--- src/rtl/dmm_mem_bridge_if.sv ---
// Bundles the dynamic-memory-manager request port and the 32-bit single-beat
// memory bus that dmm_mem_bridge sits between.
//   dmm_unit_* : 256-bit request/response port from the memory manager
//                (strobe/addr/rw/dataout/size in, done/datain out)
//   mem_*      : word bus (req/we/addr/wdata/wstrb out, ack/rdata in)
// Modports:
//   slave  : the bridge itself (serves requests, drives the word bus)
//   master : the environment (issues requests, answers the word bus)
interface dmm_mem_bridge_if;
  logic         dmm_unit_strobe;
  logic [31:0]  dmm_unit_addr;
  logic         dmm_unit_rw;
  logic [255:0] dmm_unit_dataout;
  logic [7:0]   dmm_unit_size;
  logic         dmm_unit_done;
  logic [255:0] dmm_unit_datain;

  logic         mem_req;
  logic         mem_we;
  logic [31:0]  mem_addr;
  logic [31:0]  mem_wdata;
  logic [3:0]   mem_wstrb;
  logic         mem_ack;
  logic [31:0]  mem_rdata;

  modport slave (
    input  dmm_unit_strobe, dmm_unit_addr, dmm_unit_rw, dmm_unit_dataout, dmm_unit_size,
    output dmm_unit_done, dmm_unit_datain,
    output mem_req, mem_we, mem_addr, mem_wdata, mem_wstrb,
    input  mem_ack, mem_rdata
  );

  modport master (
    output dmm_unit_strobe, dmm_unit_addr, dmm_unit_rw, dmm_unit_dataout, dmm_unit_size,
    input  dmm_unit_done, dmm_unit_datain,
    input  mem_req, mem_we, mem_addr, mem_wdata, mem_wstrb,
    output mem_ack, mem_rdata
  );
endinterface

--- src/rtl/dmm_mem_bridge.sv ---
// Serialises one 256-bit memory-manager request into up to eight 32-bit
// single-beat bus transfers, assembles read beats back into the 256-bit
// return word and pulses done once per request.
// Ports:
//   clk  : system clock
//   rst  : synchronous active-high reset
//   bus  : dmm_mem_bridge_if.slave (request port + word bus)
//   busy : high whenever the bridge is not idle
module dmm_mem_bridge #(
  parameter int MAX_BYTES  = 32,
  parameter int BEAT_BYTES = 4
) (
  input  logic                  clk,
  input  logic                  rst,
  dmm_mem_bridge_if.slave       bus,
  output logic                  busy
);

  localparam logic [7:0] MAX_B  = 8'(MAX_BYTES);
  localparam logic [7:0] BEAT_B = 8'(BEAT_BYTES);

  typedef enum logic [1:0] {IDLE, XFER, DONE} state_t;

  state_t              state_q, state_d;
  logic [31:0]         addr_q, addr_d;
  logic                rw_q, rw_d;
  // Word 0 of these packed arrays is the most significant 32 bits, which is
  // where byte 0 of the request lives.
  logic [0:7][31:0]    wdata_q, wdata_d;
  logic [0:7][31:0]    rword_q, rword_d;
  logic [7:0]          beats_q, beats_d;
  logic [7:0]          beat_q, beat_d;
  logic [1:0]          rem_q, rem_d;

  logic [7:0]          size_eff;
  logic [7:0]          beats_req;
  logic                last_beat;
  logic [3:0]          part_strb;
  logic [31:0]         part_mask;

  always_comb begin
    size_eff  = (bus.dmm_unit_size > MAX_B) ? MAX_B : bus.dmm_unit_size;
    beats_req = (size_eff + BEAT_B - 8'd1) / BEAT_B;
    last_beat = (beat_q == beats_q - 8'd1);
    // Trailing partial beat: write strobes count up from lane 0, while the
    // read mask keeps the leading bytes, which sit in the upper bits.
    case (rem_q)
      2'd1:    begin part_strb = 4'b0001; part_mask = 32'hFF00_0000; end
      2'd2:    begin part_strb = 4'b0011; part_mask = 32'hFFFF_0000; end
      2'd3:    begin part_strb = 4'b0111; part_mask = 32'hFFFF_FF00; end
      default: begin part_strb = 4'b1111; part_mask = 32'hFFFF_FFFF; end
    endcase
  end

  always_comb begin
    state_d = state_q;
    addr_d  = addr_q;
    rw_d    = rw_q;
    wdata_d = wdata_q;
    rword_d = rword_q;
    beats_d = beats_q;
    beat_d  = beat_q;
    rem_d   = rem_q;

    bus.mem_req       = 1'b0;
    bus.mem_we        = 1'b0;
    bus.mem_addr      = 32'd0;
    bus.mem_wdata     = 32'd0;
    bus.mem_wstrb     = 4'd0;
    bus.dmm_unit_done = 1'b0;

    case (state_q)
      IDLE: begin
        if (bus.dmm_unit_strobe) begin
          addr_d  = bus.dmm_unit_addr;
          rw_d    = bus.dmm_unit_rw;
          wdata_d = bus.dmm_unit_dataout;
          rword_d = '0;
          beats_d = beats_req;
          beat_d  = 8'd0;
          rem_d   = size_eff[1:0];
          state_d = (size_eff == 8'd0) ? DONE : XFER;
        end
      end

      XFER: begin
        bus.mem_req  = 1'b1;
        bus.mem_we   = rw_q;
        // The offset is word-aligned, so clearing the low bits after the add
        // gives the same result as aligning the base first (wraps mod 2^32).
        bus.mem_addr = (addr_q + {22'd0, beat_q, 2'b00}) & 32'hFFFF_FFFC;
        if (rw_q) begin
          bus.mem_wdata = wdata_q[beat_q[2:0]];
          bus.mem_wstrb = last_beat ? part_strb : 4'b1111;
        end
        if (bus.mem_ack) begin
          if (!rw_q) begin
            rword_d[beat_q[2:0]] = bus.mem_rdata & (last_beat ? part_mask : 32'hFFFF_FFFF);
          end
          beat_d = beat_q + 8'd1;
          if (last_beat) begin
            state_d = DONE;
          end
        end
      end

      DONE: begin
        bus.dmm_unit_done = 1'b1;
        state_d           = IDLE;
      end

      default: state_d = IDLE;
    endcase
  end

  assign bus.dmm_unit_datain = rword_q;
  assign busy                = (state_q != IDLE);

  always_ff @(posedge clk) begin
    if (rst) begin
      state_q <= IDLE;
      addr_q  <= 32'd0;
      rw_q    <= 1'b0;
      wdata_q <= '0;
      rword_q <= '0;
      beats_q <= 8'd0;
      beat_q  <= 8'd0;
      rem_q   <= 2'd0;
    end else begin
      state_q <= state_d;
      addr_q  <= addr_d;
      rw_q    <= rw_d;
      wdata_q <= wdata_d;
      rword_q <= rword_d;
      beats_q <= beats_d;
      beat_q  <= beat_d;
      rem_q   <= rem_d;
    end
  end

endmodule

--- src/flat_wrapper.sv ---
// flat-port wrapper written by rule: the top's interface ports become plain ports
module dmm_mem_bridge_flat 
#(
  parameter int MAX_BYTES  = 32,
  parameter int BEAT_BYTES = 4
)
  (clk, rst, busy, bus_dmm_unit_strobe, bus_dmm_unit_addr, bus_dmm_unit_rw, bus_dmm_unit_dataout, bus_dmm_unit_size, bus_dmm_unit_done, bus_dmm_unit_datain, bus_mem_req, bus_mem_we, bus_mem_addr, bus_mem_wdata, bus_mem_wstrb, bus_mem_ack, bus_mem_rdata);
  dmm_mem_bridge_if bus_i ();
  input  logic clk;
  input  logic rst;
  output logic busy;
  input wire logic [$bits(bus_i.dmm_unit_strobe)-1:0] bus_dmm_unit_strobe;
  input wire logic [$bits(bus_i.dmm_unit_addr)-1:0] bus_dmm_unit_addr;
  input wire logic [$bits(bus_i.dmm_unit_rw)-1:0] bus_dmm_unit_rw;
  input wire logic [$bits(bus_i.dmm_unit_dataout)-1:0] bus_dmm_unit_dataout;
  input wire logic [$bits(bus_i.dmm_unit_size)-1:0] bus_dmm_unit_size;
  output wire logic [$bits(bus_i.dmm_unit_done)-1:0] bus_dmm_unit_done;
  output wire logic [$bits(bus_i.dmm_unit_datain)-1:0] bus_dmm_unit_datain;
  output wire logic [$bits(bus_i.mem_req)-1:0] bus_mem_req;
  output wire logic [$bits(bus_i.mem_we)-1:0] bus_mem_we;
  output wire logic [$bits(bus_i.mem_addr)-1:0] bus_mem_addr;
  output wire logic [$bits(bus_i.mem_wdata)-1:0] bus_mem_wdata;
  output wire logic [$bits(bus_i.mem_wstrb)-1:0] bus_mem_wstrb;
  input wire logic [$bits(bus_i.mem_ack)-1:0] bus_mem_ack;
  input wire logic [$bits(bus_i.mem_rdata)-1:0] bus_mem_rdata;
  assign bus_i.dmm_unit_strobe = bus_dmm_unit_strobe;
  assign bus_i.dmm_unit_addr = bus_dmm_unit_addr;
  assign bus_i.dmm_unit_rw = bus_dmm_unit_rw;
  assign bus_i.dmm_unit_dataout = bus_dmm_unit_dataout;
  assign bus_i.dmm_unit_size = bus_dmm_unit_size;
  assign bus_dmm_unit_done = bus_i.dmm_unit_done;
  assign bus_dmm_unit_datain = bus_i.dmm_unit_datain;
  assign bus_mem_req = bus_i.mem_req;
  assign bus_mem_we = bus_i.mem_we;
  assign bus_mem_addr = bus_i.mem_addr;
  assign bus_mem_wdata = bus_i.mem_wdata;
  assign bus_mem_wstrb = bus_i.mem_wstrb;
  assign bus_i.mem_ack = bus_mem_ack;
  assign bus_i.mem_rdata = bus_mem_rdata;
  dmm_mem_bridge #(.MAX_BYTES(MAX_BYTES), .BEAT_BYTES(BEAT_BYTES)) u_core (.clk(clk), .rst(rst), .bus(bus_i), .busy(busy));
endmodule
--- config.mk ---
export PLATFORM = sky130hd
export DESIGN_NAME = dmm_mem_bridge_flat
export DESIGN_NICKNAME = d
export VERILOG_FILES = /design/src/rtl/dmm_mem_bridge_if.sv /design/src/rtl/dmm_mem_bridge.sv /design/src/flat_wrapper.sv
export SDC_FILE = /design/constraint.sdc
export NUM_CORES = 1
export LEC_CHECK = 0
export ABC_AREA = 1
export BUFFER_PORTS_ARGS = -buffer_cell sky130_fd_sc_hd__buf_2
export CELL_PAD_IN_SITES_DETAIL_PLACEMENT = 2
export CELL_PAD_IN_SITES_GLOBAL_PLACEMENT = 2
export CORE_ASPECT_RATIO = 1.25
export CORE_MARGIN = 3
export CORE_UTILIZATION = 29
export DETAILED_ROUTE_END_ITERATION = 12
export PLACE_DENSITY_LB_ADDON = 0.1
export SYNTH_ARGS = -nofsm -noshare
export SYNTH_HDL_FRONTEND = slang
export SYNTH_SLANG_ARGS = --single-unit
--- constraint.sdc ---
create_clock -name clk -period 3.1 [get_ports clk]
set_clock_uncertainty 0.15 [all_clocks]
set_input_delay 0.62 -clock clk [delete_from_list [all_inputs] [get_ports clk]]
set_output_delay 0.62 -clock clk [all_outputs]
set_load 0.05 [all_outputs]
# ---- Yosys cells after proc, flatten, opt, wreduce, memory -nomap -nowiden
# Cells that the tools add are included.
dict set report totals {
  regBits 563
  inputBits 333
  output_inout_bits 328
}
dict set report op_classes {
  addsub 5
  magnitude_cmp 3
  n_eq_ne 10
  mux 31
  n_bitwise 2
  reduce_logical 9
}
# op count
set op_table {}
lappend op_table {{2-to-1 mux 256 bit} 3}
lappend op_table {{one-hot mux 256 bit (2 select lines)} 1}
lappend op_table {{bitwise mux 256 bit} 1}
lappend op_table {{2-to-1 mux 32 bit} 6}
lappend op_table {{binary-select mux 32 bit (select 3 bit)} 1}
lappend op_table {{demux 32 bit (select 3 bit)} 1}
lappend op_table {{one-hot mux 24 bit (3 select lines)} 1}
lappend op_table {{adder 32 x 10 -> 32 bit} 1}
lappend op_table {{AND 32 bit} 1}
lappend op_table {{2-to-1 mux 24 bit} 1}
lappend op_table {{2-to-1 mux 8 bit} 3}
lappend op_table {{one-hot mux 8 bit (2 select lines)} 1}
lappend op_table {{2-to-1 mux 4 bit} 3}
lappend op_table {{one-hot mux 4 bit (3 select lines)} 1}
lappend op_table {{adder 8 x 1 -> 8 bit (second input constant)} 1}
lappend op_table {{adder 8 x 3 -> 8 bit (second input constant)} 1}
lappend op_table {{equality test 8 bit} 1}
lappend op_table {{> comparator 8 x 6 -> 1 bit (second input constant)} 1}
lappend op_table {{logical NOT 8 bit} 1}
lappend op_table {{2-to-1 mux 2 bit} 4}
lappend op_table {{subtractor 8 x 1 -> 8 bit (second input constant)} 1}
lappend op_table {{subtractor 6 x 1 -> 7 bit (second input constant)} 1}
lappend op_table {{equality test 2 bit (second input constant)} 3}
lappend op_table {{inequality test 2 bit (second input constant)} 3}
lappend op_table {{other kinds (13)} 18}

# ---- Depth between registers and ports, before layout
# Gate-level depths: netlist (run 1).
dict set report logic_depth {
  depth_word 9
  ltp_mapped 14
  mapped_depth_nobuf 14
}

# ---- Worst setup path after synthesis (run 1)
# Ideal clock, no wire load.
dict set report synth_path {
  path_type {reg-to-output}
  start {reg u_core.state_q[0]}
  end {out bus_mem_wdata[12]}
  arrival_time_ns 3.068
  required_time_ns 2.330
  setup_slack_ns -0.738
  path_stages_with_launch 8
  path_cell_list {dfxtp_1 -> clkinv_1 -> nor2_1 -> inv_1 -> nor2_1 -> inv_1 -> clkbuf_1 -> a41oi_1}
}
dict set report synth_between {
  elab_chain_len 2
}
# element line
set synth_rtl {}
lappend synth_rtl {{from (decl)} dmm_mem_bridge.sv:24} ;# state_t state_q, state_d;
lappend synth_rtl {{from (signal assigned)} dmm_mem_bridge.sv:130} ;# state_q <= state_d;
lappend synth_rtl {{equality test 2 x 1 -> 1 bit} dmm_mem_bridge.sv:72} ;# case (state_q)
lappend synth_rtl {{2-to-1 mux 32 bit} dmm_mem_bridge.sv:72}
lappend synth_rtl {{to (decl)} flat_wrapper.sv:22} ;# output wire logic [$bits(bus_i.mem_wdata)-1:0] bus_mem_wdata;
# Every way passes these cells.

# ---- Worst setup path after layout (run 1)
dict set report layout_path {
  start {reg u_core.beat_q[0]}
  end {out bus_mem_addr[28]}
}
dict set report layout_between {
  elab_chain_len 2
}
# element line
set layout_rtl {}
lappend layout_rtl {{from (decl)} dmm_mem_bridge.sv:32} ;# logic [7:0] beat_q, beat_d;
lappend layout_rtl {{from (signal assigned)} dmm_mem_bridge.sv:136} ;# beat_q <= beat_d;
lappend layout_rtl {{adder 32 x 10 -> 32 bit} dmm_mem_bridge.sv:91} ;# bus.mem_addr = (addr_q + {22'd0, beat_q, 2'b00}) & 32'hFFFF_FFFC;
lappend layout_rtl {{2-to-1 mux 32 bit} dmm_mem_bridge.sv:72}
lappend layout_rtl {{to (decl)} flat_wrapper.sv:21} ;# output wire logic [$bits(bus_i.mem_addr)-1:0] bus_mem_addr;
# Every way passes these cells.

==> impl_metrics.yaml, run 1 <==
placement:
  port_buffers: 656
  place.gp.congestion: 0.882
  hpwl_mm: 78.6
  pre_cts_ws_ps: -97.0
worst_setup_path:
  endpoint_kind: "output port"
  required_ps: 2330
  start_kind: "flip-flop"
  rrSetupSlack_ps: 230
  cp_max_fo: 4
  path_class: "reg2out"
  worstPathArrival_ps: 2660
synthesis:
  synth_top_area_cell: "dfxtp_1"
  synth_area_um2: 21900
  synth_cell_types: 37
  synthFlopType: "dfxtp_1"
  synth_area_leaders: "dfxtp_1 (51%), nand2_1 (12%), a21oi_1 (6.8%), a22o_1 (5.4%), nand3_1 (5.1%)"
  seq_area_frac_synth: 0.514
  async_reset_ff_frac: 0
  synth_top_cell_area_share: 0.514
  syn_avg_cell_area_um2: 7.87
  ys_seq_elements: 561
  syn_inst: 2780
  synth.yosys.warnings: 0
  synth_edf_count: 0
  synth_commonest_cells: "nand2_1 (684), dfxtp_1 (561), a21oi_1 (297)"
  synth_most_common_cell: "nand2_1"
route:
  antenna_left: 0
  viasPerCell: 5.20
  drc: 0
  vias: 23300
  detail_route.wl_per_cell_um: 25.9
  dr.first_iter.drc_count: 1236
  finalWirelength_mm: 116
  drt-pass1-iter-count: 5
timing:
  maxSlewViolCount: 0
  maxSlewHeadroom: 0.139
  setup_ws_ps: -329
  fin_crit_ps: 3430
  setup_viol: 58
  hold_viol: 0
  fmax_mhz: 292
  period_share: 1.11
  worstMarginPinSlew_ps: 1290
  rsz0062_at_grt: "true"
global_route:
  grt_pass1_wl_mm: 163
  grt_util_all_layers: 0.273
  grt_max_degree: 228
  first_global_vias: 25000
  antenna_found_initial: 53
  overflow: 0
clock_tree:
  numCtsBuffers: 59
  cts.path.max_buffers: 3
  clkTransAtPathRegs_ps: 60
  cts_tree: "done"
  htreeDepth: 2
  clkSinkCount: 561
  worstSkewPairLatency_ps: 630
  cts-root-buf: "clkbuf_16"
floorplan:
  core.rowCount: 111
  num_io_pins: 661
  die_area_um2: 78800
  die_w_um: 252
  die_y_um: 313
  core-area_um2: 74000
  start_util: 0.295
pwr:
  leakage_nw: 12.7
  p_seq_frac: 0.426
  ir_worst_vdd_mv: 0.437
  powerDensity_nw_per_um2: 576
  clockPowerShare: 0.433
  combinationalPowerShare: 0.141
  p_int_mw: 13.1
  p_switching_mw: 5.20
  power.total_mw: 18.3
  p_sw_frac: 0.284
final_layout:
  final_nets: 3777
  area_growth_syn_to_layout_pct: 45.5
  drive_gt1_frac: 0.335
  n_fill_cell: 8237
status:
  violations: "setup timing"
  status: "finished with violations"
flow_run:
  max-cap-violations: 0
min_path:
  hold_path.class: "in2reg"
[stage by stage]
| step | setup TNS (ps) | instances | instance area (µm²) | hold WS [ps] | utilization |
|---|---|---|---|---|---|
| after detailed placement | -370 | 4247 | 26700 | 295 | 0.360 |
| after global placement | -16.9 | 4247 | 26700 | 279 | 0.360 |
| final | -10750 | 4479 | 31800 | 29.5 | 0.430 |
| after global routing | -16310 | 4466 | 31800 | 18.5 | 0.430 |
| after CTS | -11210 | 4416 | 30600 | 0.228 | 0.413 |
| after floorplan | -2930 | 2781 | 22000 | 269 | - |
[metal layers]
layer	vias to the layer above	wire, µm	global-route usage	share of wire
li1	10700	-	-	-
met1	11700	45400	0.311	0.39
met2	658	58800	0.481	0.51
met3	207	6560	0.0675	0.057
met4	28	4950	0.122	0.043
met5	-	183	0	0.0016
[path summary, 6_finish.rpt]
kind	startpoint	to	cells past startpoint
min reg2reg	u_core.wdata_q[177]$_SDFFE_PP0P_	u_core.wdata_q[177]$_SDFFE_PP0P_	2
max	u_core.beat_q[0]$_SDFFE_PP0P_	bus_mem_addr[28]	13
max reg2reg	u_core.beat_q[1]$_SDFFE_PP0P_	u_core.bus.dmm_unit_datain[152]$_SDFFE_PP0P_	9
min	bus_dmm_unit_dataout[240]	u_core.wdata_q[240]$_SDFFE_PP0P_	3
[cell usage in the layout (no fill, tap or decap), drive strengths merged]
cell         Yosys  final
a22o           136    136
nand2          685    685
conb             1      2
and3             1      1
nor4             4      4
nand3          225    225
a21oi          297    297
a22oi           19     19
o22ai           43     43
dlygate4sd3      0     25
nand3b           1      1
bufinv           0     11
xnor2            3      3
buf             66    783
a21boi           1      1
a211oi           1      1
dfxtp          561    561
clkinv           2     12
nor2            94     94
bufbuf           0      2
o21ai          185    185
clkbuf         159     93
a41oi           11     11
a21o             1      1
inv            194    190
a221oi          23     23
fa               1      1
clkinvlp         0      5
o211ai           2      2
a31oi           15     15
diode            0     38
xor2             6      6
ha              12     12
nor3            28     28
nand4            3      3
[registers in the layout (all words and copies together), names as in the netlist]
signal                      cells
u_core.addr_q                  30
u_core.beat_q                   8
u_core.beats_q                  6
u_core.bus.dmm_unit_datain    256
u_core.rem_q                    2
u_core.rw_q                     1
u_core.state_q                  2
u_core.wdata_q                256
[power groups by stage]
stage	clock [mW]	sequential (mW)	combinational (mW)
3_5_place_dp	0	7.92	2.23
5_1_grt	8.38	7.83	2.77
4_1_cts	8.08	7.78	2.41
3_3_place_gp	0	7.90	2.17
2_1_floorplan	0	7.96	1.16
6_report	7.94	7.80	2.59
[kinds of logic (layout without fill, tap and decap cells)]
group	Yosys count	in the layout	synth area share
AOI/OAI and AO/OA	734	734	0.203
xor gates and xnor gates	9	9	0.00360
adders and majority gates	13	13	0.00778
buffers and inverters	421	1121	0.0772
DFF	561	561	0.514
other	1	40	0.000171
and+or+nand+nor	1041	1041	0.195
[worst max-delay path, cell delays in order (launching register included)]
cell and delay, ps:
dfxtp_2 360, ha_4 150, inv_2 40, fa_2 340
inv_2 80, nand3_2 70, nand2_2 90, nand2_2 70
nand3_4 120, nand4_1 160, o21ai_1 190, nand2_1 90
nor2_2 100, buf_6 160
[what timing repair did]
action | in CTS | in global routing
endpoints found under the hold margin | 25 | 0
hold buffers | 25 | 0
gates cloned | 4 | 4
pin swaps | 42 | 62
resized for setup | 316 | 187
setup buffers | 29 | 23
setup endpoints to repair | 63 | 62
[final cells by class]
class	instances	area (µm²)	area share
flip-flops and latches	561	11300	0.354
multi-input cells	1799	10800	0.338
repair buffers	814	5590	0.176
clock buffers	89	1720	0.0540
well taps	960	1200	0.0377
inverters	196	797	0.0250
clock inverters	22	403	0.0127
diodes	38	95.1	0.00299
No activity file was read; power rests on OpenSTA's default activity.
==> inputs of run 2 (changes only) <==
Settings changed: CTS_CLUSTER_DIAMETER set to 200, RECOVER_POWER set to 100.
==> run 2 against run 1 <==
  * The flow still finishes with violations (setup timing)
  * Clock-buffer cell count stayed put
  * Worst setup slack stayed put
  * Utilization stayed put
  * First-iteration DRC count stayed put
  * Cell count stayed put
  * Register-to-register slack hardly changed
  * Global-route usage stayed put
  * Flip-flop and latch count stayed put
  * Routed wire length hardly changed
  * Via count stayed put
  * Largest cell class unchanged
  * Largest power group unchanged
==> impl_metrics.yaml, run 2 (synthesis gave the netlist of run 1 again) <==
final_layout:
  layout_common_cells: "nand2_1 (649), buf_2 (591), dfxtp_1 (546), a21oi_1 (275), nand3_1 (209)"
  drive_gt1_frac: 0.335
  fin_area_um2: 31800
  area_growth_syn_to_layout_pct: 45.5
  final_nets: 3777
  layout_commonest_cell: "nand2_1"
  finish.utilization: 0.430
timing:
  hold_viol: 0
  maxSlewHeadroom: 0.139
  setup_viol: 58
  setup_ws_ps: -329
  maxSlewViolCount: 0
  fin_crit_ps: 3430
  period_share: 1.11
  worstMarginPinSlew_ps: 1290
  fin_setup_tns_ps: -10750
  rsz0062_at_grt: "true"
  fmax_mhz: 292
pwr:
  p_int_mw: 13.1
  p_sw_frac: 0.284
  leakage_nw: 12.7
  ir_worst_vdd_mv: 0.437
  clockPowerShare: 0.433
  combinationalPowerShare: 0.141
  powerDensity_nw_per_um2: 576
  p_switching_mw: 5.20
  p_seq_frac: 0.426
  power.total_mw: 18.3
clock_tree:
  worstSkewPairLatency_ps: 630
  clkTransAtPathRegs_ps: 60
  cts-root-buf: "clkbuf_16"
  cts.path.max_buffers: 3
  cts_tree: "done"
  numCtsBuffers: 59
  clkSinkCount: 561
  htreeDepth: 2
global_route:
  first_global_vias: 25000
  top_usage_layer: "met2"
  met2_usage: 0.481
  antenna_found_initial: 53
  grt_max_degree: 228
  overflow: 0
  grt_use_met1: 0.311
  grt_use_met3: 0.0675
  grt_util_all_layers: 0.273
  grt_pass1_wl_mm: 163
min_path:
  hold_path.class: "in2reg"
route:
  vias: 23300
  dr.first_iter.drc_count: 1236
  viasPerCell: 5.20
  drt-pass1-iter-count: 5
  detail_route.wl_per_cell_um: 25.9
  drc: 0
  antenna_left: 0
  finalWirelength_mm: 116
worst_setup_path:
  required_ps: 2330
  endpoint_kind: "output port"
  worstPathArrival_ps: 2660
  cp_top_family: "simple AND/OR/NAND/NOR gates"
  path_class: "reg2out"
  crit_buf_inv: 3
  cp_cell_sequence: "ha_4 > inv_2 > fa_2 > inv_2 > nand3_2 > nand2_2 > nand2_2 > nand3_4 > nand4_1 > o21ai_1 > nand2_1 > nor2_2 > buf_6"
  slowest_delay_ps: 360
  start_kind: "flip-flop"
  cp_max_fo: 4
  cp_slowest_cell: "dfxtp_2"
floorplan:
  num_io_pins: 661
  core.rowCount: 111
  start_util: 0.295
  die_y_um: 313
  die_area_um2: 78800
  core-area_um2: 74000
  die_w_um: 252
status:
  status: "finished with violations"
  violations: "setup timing"
placement:
  hpwl_mm: 78.6
  place.gp.congestion: 0.882
  placed_area_um2: 26700
  port_buffers: 656
flow_run:
  max-cap-violations: 0
[run 2: cell counts in the layout (fill, tap and decap cells not counted)]
Identical to the previous run, type by type.
[run 2: layout make-up]
type,count,area (µm²)
inverter,196,797
antenna,38,95.1
clock buffer,89,1720
sequential,561,11300
timing repair buffer,814,5590
fill,8237,42200
multi-input combinational,1799,10800
clock inverter,22,403
tap,960,1200
[run 2: layer usage]
| metal | share of wire | routed length, µm |
|---|---|---|
| met1 | 0.39 | 45400 |
| met2 | 0.51 | 58800 |
| met3 | 0.057 | 6560 |
| met4 | 0.043 | 4950 |
| met5 | 0.0016 | 183 |
[run 2: path summary, 6_finish.rpt]
| kind | start | endpoint | cells after the start | slack (ps) |
|---|---|---|---|---|
| min reg2reg | u_core.wdata_q[177]$_SDFFE_PP0P_ | u_core.wdata_q[177]$_SDFFE_PP0P_ | 2 | 310 |
| min | bus_dmm_unit_dataout[240] | u_core.wdata_q[240]$_SDFFE_PP0P_ | 3 | 30 |
| max reg2reg | u_core.beat_q[1]$_SDFFE_PP0P_ | u_core.bus.dmm_unit_datain[152]$_SDFFE_PP0P_ | 9 | 230 |
| max | u_core.beat_q[0]$_SDFFE_PP0P_ | bus_mem_addr[28] | 13 | -330 |
[run 2: tightest hold or removal path, cell delays in order]
cell and delay (ps):
buf_2 80, nand2_1 40, o21ai_0 50
[run 2: through the flow]
stage | hold WS [ps] | std cells | setup slack, ps
floorplan | 269 | 2781 | -199
global placement | 279 | 4247 | -9.70
detailed placement | 295 | 4247 | -97.0
CTS | 0.228 | 4416 | -315
global route | 18.5 | 4466 | -447
finish | 29.5 | 4479 | -329
[run 2: power groups by stage]
stage	clock network (mW)	logic, mW	registers (mW)
after floorplan	0	1.16	7.96
after global placement	0	2.17	7.90
after detailed placement	0	2.23	7.92
after CTS	8.08	2.41	7.78
after global routing	8.38	2.77	7.83
final	7.94	2.59	7.80
[run 2: what timing repair did]
item,CTS,global route
endpoints found under the hold margin,25,0
setup endpoints to repair,63,62
buffers inserted,29,23
pin swaps,42,62
gates resized for setup,316,187
gates cloned,4,4
hold buffers,25,0
==> inputs of run 3 (changes only) <==
Settings changed: HOLD_SLACK_MARGIN set to 0.06.
==> run 3 against run 2 <==
  * The flow still finishes with violations (setup timing)
  * Clock power is 1% higher
  * Die area unchanged
  * Combinational power up 9.3%
  * Sequential share of layout area shrank 1.6 points
  * Worst hold slack improved by 34 ps
  * Routed wire length is 15% higher
  * Non-clock buffer count increased by 212
  * Highest routed layer unchanged
==> impl_metrics.yaml, run 3 (synthesis gave the netlist of run 1 again) <==
status:
  status: "finished with violations"
  violations: "setup timing"
placement:
  hpwl_mm: 78.6
  port_buffers: 656
  pre_cts_ws_ps: -97.0
  place.gp.congestion: 0.882
  dp.cells: 4247
global_route:
  grt_util_all_layers: 0.305
  grt_pass1_wl_mm: 182
  overflow: 0
  antenna_found_initial: 24
  first_global_vias: 27600
  grt_max_degree: 228
clock_tree:
  numCtsBuffers: 59
  clkSinkCount: 561
  cts.path.max_buffers: 3
  clkTransAtPathRegs_ps: 60
  htreeDepth: 2
  cts-root-buf: "clkbuf_16"
  worstSkewPairLatency_ps: 630
  cts_tree: "done"
floorplan:
  start_util: 0.295
  num_io_pins: 661
  die_area_um2: 78800
  core-area_um2: 74000
  core.rowCount: 111
  die_y_um: 313
  die_w_um: 252
worst_setup_path:
  path_class: "reg2out"
  cp_cell_sequence: "buf_4 > clkinv_4 > nand3_2 > inv_4 > buf_12 > a22oi_1 > a41oi_2 > buf_6"
  rrSetupSlack_ps: 160
  r2r_start: "u_core.beat_q[0]$_SDFFE_PP0P_"
  start_kind: "flip-flop"
  cp_top_family: "compound AO/OA/AOI/OAI gates"
  ff2ff_path_depth: 13
  crit_buf_inv: 5
  r2r-end: "u_core.beat_q[7]$_SDFFE_PP0P_"
  required_ps: 2330
  slowest_delay_ps: 540
  cp_slowest_cell: "a22oi_1"
  cp_max_fo: 11
  endpoint_kind: "output port"
  worstPathArrival_ps: 2930
route:
  vias: 25000
  drc: 0
  viasPerCell: 5.34
  detail_route.wl_per_cell_um: 28.4
  drt-pass1-iter-count: 5
  antenna_left: 0
  finalWirelength_mm: 133
  dr.first_iter.drc_count: 1660
timing:
  maxSlewHeadroom: 0.165
  period_share: 1.19
  fmax_mhz: 271
  hold_viol: 0
  worstMarginPinSlew_ps: 1250
  fin_crit_ps: 3700
  setup_viol: 59
  maxSlewViolCount: 0
  setup_ws_ps: -597
  fin_setup_tns_ps: -16550
  rsz0062_at_grt: "true"
min_path:
  hold_path.class: "in2reg"
  hold_depth: 3
  worstHoldStart: "bus_dmm_unit_dataout[254]"
  hold_path_end: "u_core.wdata_q[254]$_SDFFE_PP0P_"
final_layout:
  final_nets: 3989
  drive_gt1_frac: 0.301
  layout_commonest_cell: "nand2_1"
  finalNonFillerCells: 4685
  layout_common_cells: "nand2_1 (651), buf_2 (592), dfxtp_1 (544), a21oi_1 (276), dlygate4sd3_1 (253)"
  finish.utilization: 0.451
  area_growth_syn_to_layout_pct: 52.7
  n_fill_cell: 8021
pwr:
  leakage_nw: 13.5
  power.total_mw: 18.7
  ir_worst_vdd_mv: 0.454
  powerDensity_nw_per_um2: 561
flow_run:
  max-cap-violations: 0
## run 3: worst reg2reg max path, cell delays in order (launching register included)
cell	delay [ps]
dfxtp_2	360
buf_4	230
clkinv_4	150
nor2_4	220
buf_12	190
clkinvlp_4	200
buf_4	190
buf_4	150
nor3_2	280
nand2_1	120
nor2_1	180
inv_1	90
o21ai_0	250
nor2_1	80
## run 3: how the worst max path moves through the flow
stage | start | endpoint | slack, ps | cells past startpoint
3_3_place_gp | u_core.beat_q[0]$_SDFFE_PP0P_ | bus_mem_addr[30] | -10 | 14
3_5_place_dp | u_core.beat_q[0]$_SDFFE_PP0P_ | bus_mem_addr[30] | -100 | 14
6_report | u_core.beat_q[0]$_SDFFE_PP0P_ | bus_mem_wdata[20] | -600 | 8
4_1_cts | u_core.beat_q[0]$_SDFFE_PP0P_ | bus_mem_addr[30] | -310 | 14
5_1_grt | u_core.beat_q[0]$_SDFFE_PP0P_ | bus_mem_wdata[20] | -610 | 8
2_1_floorplan | u_core.state_q[0]$_SDFFE_PP0P_ | bus_mem_wdata[12] | -200 | 7
## run 3: stage by stage
step / area, µm² / hold slack, ps
after floorplan: 22000 / 269
after global placement: 26700 / 279
after detailed placement: 26700 / 295
after CTS: 32900 / 60.0
after global routing: 33400 / 58.1
final: 33400 / 63.0
## run 3: repair_timing
action	in CTS	in global routing
buffers inserted	29	10
hold buffers	253	0
pin swaps	42	46
endpoints found under the setup margin	63	62
gates cloned	4	0
hold endpoints to repair	253	0
resized for setup	316	87
## run 3: where the power goes
part           switching, mW  internal (mW)
clock network           3.30           4.74
logic                   1.89          0.938
registers              0.280           7.56
## run 3: area by class of cell
class	count	area, µm²	area share
inverters	196	779	0.0233
clock buffers	89	1720	0.0515
multi-input cells	1799	10300	0.310
repair buffers	1026	7600	0.228
diodes	32	80.1	0.00240
well taps	960	1200	0.0360
clock inverters	22	403	0.0121
flip-flops and latches	561	11300	0.337
## run 3: layer usage
layer	share of wire	vias up	global-route usage
li1	-	11100	-
met2	0.51	1038	0.548
met1	0.37	12500	0.337
met4	0.064	2	0.165
met5	0.000098	-	0
met3	0.060	371	0.0621
